`src/rtl/mult_div_pkg.sv`:
```
// ----------------------------------------------------------------------------
// mult_div_pkg
//   Shared definitions for the multicycle MULT/DIV responder and the control
//   unit that drives it.
//   - DEFAULT_WIDTH : operand width used by the CPU datapath
//   - OP_MULT/OP_DIV: meaning of the MultOrDiv request bit
//   - state_t       : FSM state encoding of mult_div_unit
// ----------------------------------------------------------------------------
package mult_div_pkg;

    localparam int DEFAULT_WIDTH = 32;

    localparam logic OP_MULT = 1'b0;
    localparam logic OP_DIV  = 1'b1;

    typedef enum logic [2:0] {
        ST_IDLE   = 3'd0,
        ST_MULT   = 3'd1,
        ST_DIV    = 3'd2,
        ST_DZERO  = 3'd3,
        ST_FINISH = 3'd4
    } state_t;

endpackage

```
`src/rtl/mult_div_unit_div_step.sv`:
```
// ----------------------------------------------------------------------------
// div_step
//   One combinational restoring-division step on unsigned magnitudes.
//   The partial remainder and the remaining dividend bits are shifted left
//   together; the divisor is subtracted when it fits, and the quotient bit
//   enters at the bottom of the dividend register.
// Ports
//   i_rem     in  WIDTH  partial remainder (always < i_divisor)
//   i_quo     in  WIDTH  dividend bits still to consume / quotient so far
//   i_divisor in  WIDTH  divisor magnitude (non-zero)
//   o_rem     out WIDTH  updated partial remainder
//   o_quo     out WIDTH  updated dividend/quotient register
// ----------------------------------------------------------------------------
module div_step #(
    parameter int WIDTH = 32
) (
    input  logic [WIDTH-1:0] i_rem,
    input  logic [WIDTH-1:0] i_quo,
    input  logic [WIDTH-1:0] i_divisor,
    output logic [WIDTH-1:0] o_rem,
    output logic [WIDTH-1:0] o_quo
);

    // One extra bit so the shifted remainder can never wrap before the compare.
    logic [WIDTH:0] w_rem_shift;
    logic           w_fits;

    always_comb begin
        w_rem_shift = {i_rem, i_quo[WIDTH-1]};
        w_fits      = (w_rem_shift >= {1'b0, i_divisor});
        o_rem       = w_rem_shift[WIDTH-1:0];
        o_quo       = {i_quo[WIDTH-2:0], 1'b0};
        if (w_fits) begin
            // Result is below the divisor, so it always fits in WIDTH bits.
            o_rem = WIDTH'(w_rem_shift - {1'b0, i_divisor});
            o_quo = {i_quo[WIDTH-2:0], 1'b1};
        end
    end

endmodule

```
`src/rtl/mult_div_unit.sv`:
```
// ----------------------------------------------------------------------------
// mult_div_unit
//   Multicycle signed multiplier / divider for the MIPS-subset CPU.
//   MULT: radix-2 Booth, WIDTH iterations. DIV: restoring division on
//   magnitudes, WIDTH iterations, sign fix applied when the result is
//   registered. Divide-by-zero completes after one cycle with ErroDiv.
// Ports
//   clk        in   1      system clock
//   reset      in   1      synchronous active-high reset
//   start      in   1      operation request, sampled only in IDLE
//   MultOrDiv  in   1      OP_MULT / OP_DIV, sampled with start
//   A, B       in   WIDTH  signed operands, latched with start
//   HiOut      out  WIDTH  product high word / remainder
//   LoOut      out  WIDTH  product low word / quotient
//   busy       out  1      operation in progress
//   done       out  1      one-cycle completion pulse
//   ErroDiv    out  1      one-cycle pulse with done on divide-by-zero
// ----------------------------------------------------------------------------
module mult_div_unit
    import mult_div_pkg::*;
#(
    parameter int WIDTH = DEFAULT_WIDTH,
    parameter int CNT_W = 6
) (
    input  logic             clk,
    input  logic             reset,
    input  logic             start,
    input  logic             MultOrDiv,
    input  logic [WIDTH-1:0] A,
    input  logic [WIDTH-1:0] B,
    output logic [WIDTH-1:0] HiOut,
    output logic [WIDTH-1:0] LoOut,
    output logic             busy,
    output logic             done,
    output logic             ErroDiv
);

    state_t r_state;
    state_t w_state_next;

    logic [CNT_W-1:0] r_cnt;
    logic             r_op;
    // Booth: {r_acc, r_q, r_qm1}. r_acc carries one guard bit so that
    // subtracting the most negative multiplicand cannot overflow.
    // DIV reuses r_acc[WIDTH-1:0] as remainder and r_q as dividend/quotient.
    logic [WIDTH:0]   r_acc;
    logic [WIDTH-1:0] r_q;
    logic             r_qm1;
    logic [WIDTH-1:0] r_m;      // multiplicand or divisor magnitude
    logic             r_neg_q;
    logic             r_neg_r;
    logic [WIDTH-1:0] r_hi;
    logic [WIDTH-1:0] r_lo;
    logic             r_done;
    logic             r_err;

    logic             w_last;
    logic [WIDTH:0]   w_booth_sum;
    logic [WIDTH:0]   w_acc_shift;
    logic [WIDTH-1:0] w_q_shift;
    logic             w_qm1_shift;
    logic [WIDTH-1:0] w_rem_step;
    logic [WIDTH-1:0] w_quo_step;
    logic [WIDTH-1:0] w_abs_a;
    logic [WIDTH-1:0] w_abs_b;

    assign w_last  = (r_cnt == CNT_W'(WIDTH - 1));
    assign w_abs_a = A[WIDTH-1] ? (~A + 1'b1) : A;
    assign w_abs_b = B[WIDTH-1] ? (~B + 1'b1) : B;

    // Booth recode of the current multiplier bit pair, then arithmetic shift.
    always_comb begin
        w_booth_sum = r_acc;
        case ({r_q[0], r_qm1})
            2'b01:   w_booth_sum = r_acc + {r_m[WIDTH-1], r_m};
            2'b10:   w_booth_sum = r_acc - {r_m[WIDTH-1], r_m};
            default: w_booth_sum = r_acc;
        endcase
        {w_acc_shift, w_q_shift, w_qm1_shift} = {w_booth_sum[WIDTH], w_booth_sum, r_q};
    end

    div_step #(
        .WIDTH(WIDTH)
    ) u_div_step (
        .i_rem    (r_acc[WIDTH-1:0]),
        .i_quo    (r_q),
        .i_divisor(r_m),
        .o_rem    (w_rem_step),
        .o_quo    (w_quo_step)
    );

    // ---------------- FSM ----------------
    always_ff @(posedge clk) begin
        if (reset) begin
            r_state <= ST_IDLE;
        end else begin
            r_state <= w_state_next;
        end
    end

    always_comb begin
        w_state_next = r_state;
        busy         = (r_state != ST_IDLE);
        case (r_state)
            ST_IDLE: begin
                if (start) begin
                    if (MultOrDiv == OP_MULT) begin
                        w_state_next = ST_MULT;
                    end else if (B == '0) begin
                        w_state_next = ST_DZERO;
                    end else begin
                        w_state_next = ST_DIV;
                    end
                end
            end
            ST_MULT, ST_DIV: begin
                if (w_last) begin
                    w_state_next = ST_FINISH;
                end
            end
            ST_DZERO, ST_FINISH: w_state_next = ST_IDLE;
            default:             w_state_next = ST_IDLE;
        endcase
    end

    // ---------------- Datapath ----------------
    always_ff @(posedge clk) begin
        if (reset) begin
            r_cnt   <= '0;
            r_op    <= OP_MULT;
            r_acc   <= '0;
            r_q     <= '0;
            r_qm1   <= 1'b0;
            r_m     <= '0;
            r_neg_q <= 1'b0;
            r_neg_r <= 1'b0;
            r_hi    <= '0;
            r_lo    <= '0;
            r_done  <= 1'b0;
            r_err   <= 1'b0;
        end else begin
            r_done <= 1'b0;
            r_err  <= 1'b0;
            case (r_state)
                ST_IDLE: begin
                    if (start) begin
                        r_op    <= MultOrDiv;
                        r_cnt   <= '0;
                        r_acc   <= '0;
                        r_qm1   <= 1'b0;
                        r_neg_q <= A[WIDTH-1] ^ B[WIDTH-1];
                        r_neg_r <= A[WIDTH-1];
                        if (MultOrDiv == OP_MULT) begin
                            r_q <= A;
                            r_m <= B;
                        end else begin
                            r_q <= w_abs_a;
                            r_m <= w_abs_b;
                        end
                    end
                end
                ST_MULT: begin
                    r_acc <= w_acc_shift;
                    r_q   <= w_q_shift;
                    r_qm1 <= w_qm1_shift;
                    r_cnt <= r_cnt + 1'b1;
                end
                ST_DIV: begin
                    r_acc <= {1'b0, w_rem_step};
                    r_q   <= w_quo_step;
                    r_cnt <= r_cnt + 1'b1;
                end
                ST_DZERO: begin
                    // Results are left untouched; only the error is reported.
                    r_done <= 1'b1;
                    r_err  <= 1'b1;
                end
                ST_FINISH: begin
                    r_done <= 1'b1;
                    if (r_op == OP_MULT) begin
                        r_hi <= r_acc[WIDTH-1:0];
                        r_lo <= r_q;
                    end else begin
                        // Truncation toward zero: remainder follows dividend sign.
                        r_lo <= r_neg_q ? (~r_q + 1'b1) : r_q;
                        r_hi <= r_neg_r ? (~r_acc[WIDTH-1:0] + 1'b1) : r_acc[WIDTH-1:0];
                    end
                end
                default: ;
            endcase
        end
    end

    assign HiOut   = r_hi;
    assign LoOut   = r_lo;
    assign done    = r_done;
    assign ErroDiv = r_err;

endmodule

```
`config.mk`:
```
export PLATFORM = sky130hd
export DESIGN_NAME = mult_div_unit
export DESIGN_NICKNAME = d
export VERILOG_FILES = /design/src/rtl/mult_div_pkg.sv /design/src/rtl/mult_div_unit_div_step.sv /design/src/rtl/mult_div_unit.sv
export SDC_FILE = /design/constraint.sdc
export NUM_CORES = 1
export LEC_CHECK = 0
export ABC_AREA = 1
export CAP_MARGIN = 40
export CORE_MARGIN = 2
export CORE_UTILIZATION = 45
export CTS_CLUSTER_DIAMETER = 50
export DETAILED_ROUTE_END_ITERATION = 10
export PLACE_DENSITY = 0.62
export SLEW_MARGIN = 25
export SYNTH_ARGS = -nofsm -noshare
export SYNTH_HDL_FRONTEND = slang
export SYNTH_SLANG_ARGS = --single-unit
```
`constraint.sdc`:
```
create_clock -name clk -period 3.9 [get_ports clk]
set_clock_uncertainty 0.15 [all_clocks]
set_input_delay 1.17 -clock clk [delete_from_list [all_inputs] [get_ports clk]]
set_output_delay 1.17 -clock clk [all_outputs]
set_load 0.01 [all_outputs]
```
After elaboration in Yosys (flattened, before gate mapping)
Index checks and enable logic that the tools add are counted.

$add $sub $neg: 8. $mul: 0. Div/mod/pow operators: 0. Order comparisons: 1. Eq/ne operators: 9. Shifts and indexed selects: 0. Muxes and demuxes: 26. Bitwise logic cells: 5. Reductions and logical operators: 13.

Operators with widths (number): two-way mux 32 bit (10); adder 32 x 1 -> 32 bit, second input constant (4); NOT 32 bit (4); case mux 33 bit (3 select lines) (1); case mux 32 bit (3 select lines) (1); case mux 33 bit (2 select lines) (1); adder 33 bit (1); greater-or-equal comparator 33 x 32 -> 1 bit (1); two-way mux 33 bit (1); subtractor 33 bit (1); logical NOT 32 bit (1); subtractor 32 bit (1); case mux 6 bit (2 select lines) (1); AND reduction 2 bit (5); adder 6 x 1 -> 6 bit, second input constant (1); == test 3 x 2 -> 1 bit, second input constant (2); == test 6 x 5 -> 1 bit, second input constant (1); two-way mux 3 bit (2); two-way mux 6 bit (1); case mux 3 bit (2 select lines) (1); nonzero test 3 bit (2); two-way mux 1 bit (5); nonzero test 2 bit (2); OR reduction 2 bit (2); 10 further kinds (10).

Register bits: 176. Latch bits: 0. Bits in writable memories: 0. ROM bits: 0. Bits of input ports: 68. Output and inout bits: 67. Word-level logic and storage cells: 75. Memories: 0.

Logic depth before layout (Yosys ltp)
Word-level depth: 6. Depth in mapped cells: 27. Mapped depth without buffers: 27.

Hierarchy
A second synthesis with hierarchy kept.

Cells, all modules: 2824. Area total of the unflattened synthesis: 16762.3 µm².

By module, submodules not included: mult_div_unit (times used 1, cells an instance 2145, area an instance 13361.6 µm², seq. area each 3523.4 µm²); div_step (times used 1, cells an instance 679, area an instance 3400.8 µm², seq. area each 0.0 µm²).

Worst setup path after synthesis
No wires, ideal clock.

Path kind: reg-to-reg. Start point: register r_m[0]. End point: register r_acc[27]. Data arrival time: 2.878 ns. Data required time: 3.630 ns. Slack: 0.753 ns. Cell stages (with the launch flop): 24. Path buffers: 0. Cell sequence: dfxtp_1 -> nor3_1 -> nand3_1 -> nor2_1 -> nand3_1 -> nand3b_1 -> nor2_1 -> nand2_1 -> nand2_1 -> xor2_1 -> inv_1 -> ha_1 -> nand2_1 -> inv_1 -> nand2_1 -> nand2_1 -> a21oi_1 -> nor2_1 -> nor2_1 -> nand2_1 -> nand2_1 -> nand3_1 -> a21oi_1 -> a21oi_1.

Cells in the longest elaborated chain, start to end: 3.

RTL lines: from (decl) (line mult_div_unit.sv:49) `logic [WIDTH-1:0] r_m;`; from (signal assigned) (line mult_div_unit.sv:158) `r_m <= w_abs_b;`; subtractor 33 bit (tied with other cells) (line mult_div_unit.sv:76) `2'b10: w_booth_sum = r_acc - {r_m[WIDTH-1], r_m};`; case mux 33 bit (2 select lines) / two-way mux 32 bit (equally long branches) (line mult_div_unit.sv:74, mult_div_unit_div_step.sv:33); case mux 33 bit (3 select lines) (*) (line mult_div_unit.sv:144) `case (r_state)`; to (signal assigned) (line mult_div_unit.sv:163) `r_acc <= w_acc_shift;`; to (signal assigned) (line mult_div_unit.sv:169) `r_acc <= {1'b0, w_rem_step};`; to (decl) (line mult_div_unit.sv:46) `logic [WIDTH:0] r_acc;`.

Every way passes the cells marked *; elsewhere a longest branch is shown, timed or not. A chain may end at the register's enable or synchronous reset.

Worst setup path after layout
Start point: register r_m[0]. End point: register r_acc[25].

The elaborated chain is that of the path after synthesis.

==> results.sh <==
export IMPL_grt_pass1_vias=17800
export IMPL_cp_data_required_time_ns=4.11
export IMPL_worst_pin_slew_ns=0.764
export IMPL_drive_gt1_frac=0.0799
export IMPL_antenna_found_initial=1
export IMPL_final_util=0.545
export IMPL_cts_max_path_buffers=2
export IMPL_layout_min_cycle_time_ns=3.68
export IMPL_cp_slowest_cell="ha_1"
export IMPL_grt_busiest_layer="met2"
export IMPL_grt_util_met1=0.487
export IMPL_ant_nets=0
export IMPL_synth_mux_area_frac=0
export IMPL_io_buffer_count=134
export IMPL_grt_ovfl_total=0
export IMPL_synth_yosys_warnings=0
export IMPL_placeableCoreArea_sq_um=35300
export IMPL_yosysTopAreaCell="dfxtp_1"
export IMPL_cts_htree_levels=4
export IMPL_synthXorXnorAreaFrac=0.0585
export IMPL_path_clk_slew_ns=0.07
export IMPL_syn2layout_area_growth_pct=20.2
export IMPL_synth_top_family_by_area="simple AND/OR/NAND/NOR gates"
export IMPL_placed_cells=3357
export IMPL_start_kind="register"
export IMPL_fin_cells=3389
export IMPL_drc=0
export IMPL_post_dp_cell_area_sq_um=18400
export IMPL_async_flop_share=0
export IMPL_dpl_hpwl_um=53000
export IMPL_cp_max_fo=4
export IMPL_tritoncts="done"
export IMPL_min_path_type="register to register"
export IMPL_via_per_inst=5.64
export IMPL_slew_viol_final=0
export IMPL_drt_first_pass_iters=6
export IMPL_dr_total_vias=19100
export IMPL_synth_compound_area_frac=0.202
export IMPL_arrival_ns=3.89
export IMPL_slew_headroom=0.485
export IMPL_synth_top_cells_by_area="dfxtp_1 22%, nand2_1 17%, inv_1 9.7%"
export IMPL_status="finished clean"
export IMPL_clock_latency_ns=0.46
export IMPL_use_met3=0.0696
export IMPL_seqCellArea_sq_um=3520
export IMPL_synthCells=2745
export IMPL_drtIter0Drc=1938
export IMPL_diodes=0
export IMPL_postCtsHoldBufs=0
export IMPL_chipHeight_um=193
export IMPL_synth_nets=2886
export IMPL_gp_congestion=1.06
export IMPL_synth_top_area_share=0.220
export IMPL_rsz0062_at_grt="true"
export IMPL_io_pins=135
export IMPL_die_w_um=193
export IMPL_fmaxAchievable_mhz=271
export IMPL_critical_path_top_delay_family="simple AND/OR/NAND/NOR gates"
export IMPL_synth_simple_area_share=0.336
export IMPL_fin_tns_setup_ns=0
export IMPL_finalWirelength_um=66800
export IMPL_ys_types=45
export IMPL_maxCapViolations=0
export IMPL_crit_top_cell="nand2_1"
export IMPL_num_fill_cells=3699
export IMPL_final_area_sq_um=19200
export IMPL_multi_input_comb_area_sq_um=10700
export IMPL_cp_end_kind="register"
export IMPL_grtUsageTotal=0.360
export IMPL_crit_buf_inv=4
export IMPL_critPathKind="register to register"
export IMPL_nets=3057
export IMPL_synth_seq_cells=176
export IMPL_synth_area_sq_um=16000
export IMPL_synth_edff_count=0
export IMPL_synth_seq_area_share=0.220
export IMPL_post_route_period_util=0.945
export IMPL_timing_hold_violations_final=0
export IMPL_cts_sinks=176
export IMPL_use_met2=0.545
export IMPL_synth_area_per_cell_sq_um=5.83
export IMPL_initial_core_util=0.453
export IMPL_rows=69
export IMPL_setup_violations=0
export IMPL_slowest_delay_ns=0.34
export IMPL_grt_pass1_wl_um=102000
export IMPL_clock_tree_root_cell="clkbuf_16"
export IMPL_grt_max_degree=86
export IMPL_dieArea_sq_um=37100
export IMPL_synth_adder_area_share=0.0580
export IMPL_synth_main_ff_cell="dfxtp_1"
export IMPL_cts_buffers=17
export IMPL_wl_per_cell_um=19.7
==> cells in the mapped netlist, types with 3 or more instances <==
cell type,count
a21o_1,8
a21oi_1,259
a221oi_1,36
a31oi_1,4
and2_1,3
buf_1,8
buf_2,14
clkbuf_1,66
clkinv_1,5
dfxtp_1,176
ha_1,71
inv_1,415
inv_2,6
nand2_1,715
nand2_2,4
nand3_1,172
nand3b_1,11
nand4_1,38
nor2_1,290
nor3_1,38
nor3_4,3
nor4_1,6
o211ai_1,31
o21ai_0,188
o21ai_1,7
o21bai_1,13
o221ai_1,13
o31ai_1,7
or2_2,9
xnor2_1,31
xor2_1,76
==> worst register-to-register path: cells and delay by family, from the launching register on <==
kind,cells,cell delay [ns]
compound gates,2,0.36
fa+ha+maj,1,0.34
buf+inv,4,0.35
flops,1,0.32
simple gates,19,2.10
==> kinds of logic (layout without fill, tap and decap cells) <==
| family | Yosys count | count (layout) |
|---|---|---|
| flip-flops | 176 | 176 |
| AND/OR/NAND/NOR | 1294 | 1294 |
| buffers and inverters | 520 | 703 |
| AO/OA/AOI/OAI | 575 | 575 |
| XOR/XNOR | 107 | 107 |
| adder cells (fa/ha/maj) | 73 | 73 |
==> path summary, 6_finish.rpt <==
path              slack (ns)                   from  cells after the start                     end
hold reg to reg         0.30  r_cnt[5]$_SDFFE_PP0P_                      1   r_cnt[5]$_SDFFE_PP0P_
hold / removal          0.30  r_cnt[5]$_SDFFE_PP0P_                      1   r_cnt[5]$_SDFFE_PP0P_
setup / recovery        0.22    r_m[0]$_SDFFE_PP0P_                     26  r_acc[25]$_SDFFE_PP0P_
setup reg to reg        0.22    r_m[0]$_SDFFE_PP0P_                     26  r_acc[25]$_SDFFE_PP0P_
==> routing by layer <==
layer | vias to the layer above | wire length, um
met1 | 8780 | 29000
met2 | 882 | 28400
met4 | 2 | 3350
li1 | 9269 | -
met3 | 184 | 6020
met5 | - | 11
==> repair_timing <==
action / CTS / global route
setup buffers: 0 / 1
gates resized for setup: 0 / 67
endpoints found under the setup margin: 0 / 19
hold endpoints to repair: 0 / 0
==> through the flow <==
| step | hold WS (ns) | worst slack (ns) |
|---|---|---|
| final | 0.298 | 0.216 |
| after floorplan | 0.263 | 0.753 |
| after global placement | 0.274 | 0.108 |
| after detailed placement | 0.282 | 0.0494 |
| after CTS | 0.293 | 0.0421 |
| after global routing | 0.313 | -0.0372 |
==> state kept, by name, indices dropped and copies added (netlist names) <==
signal and cells:
ErroDiv 1, HiOut 32, LoOut 32, done 1
r_acc 33, r_cnt 6, r_m 32, r_neg_q 1
r_neg_r 1, r_op 1, r_q 32, r_qm1 1
r_state 3
==> layout make-up <==
| type | instances | share of cell area |
|---|---|---|
| clock buffer | 17 | 0.0221 |
| clock inverter | 14 | 0.00819 |
| inverter | 427 | 0.0834 |
| multi-input combinational | 2049 | 0.557 |
| sequential | 176 | 0.183 |
| tap | 461 | 0.0300 |
| timing repair buffer | 245 | 0.116 |
==> placed cells by master (no fill, tap or decap), types with 5 or more instances in the layout <==
master and instances:
ha_1 63, buf_4 107, o21ai_1 11, o211ai_1 31
xnor2_1 31, inv_1 413, o21bai_1 13, nor2_1 273
nand4_1 38, or2_2 9, nand2_1 698, inv_2 7
o21ai_0 183, nand2_2 21, xor2_1 76, nor3_1 34
clkinvlp_4 5, a21oi_1 248, ha_2 5, o221ai_1 13
o31ai_1 6, a221oi_1 36, nand3_1 172, a21o_1 8
clkinv_1 5, dfxtp_1 176, nor3_2 6, clkbuf_16 17
nor2_2 14, nand3b_1 11, clkdlybuf4s50_1 134, nor4_1 6
a21oi_2 11
Power is left out: the tool's default activity adds up to more than one toggle a clock period on the data nets, which glitch-free logic cannot reach.
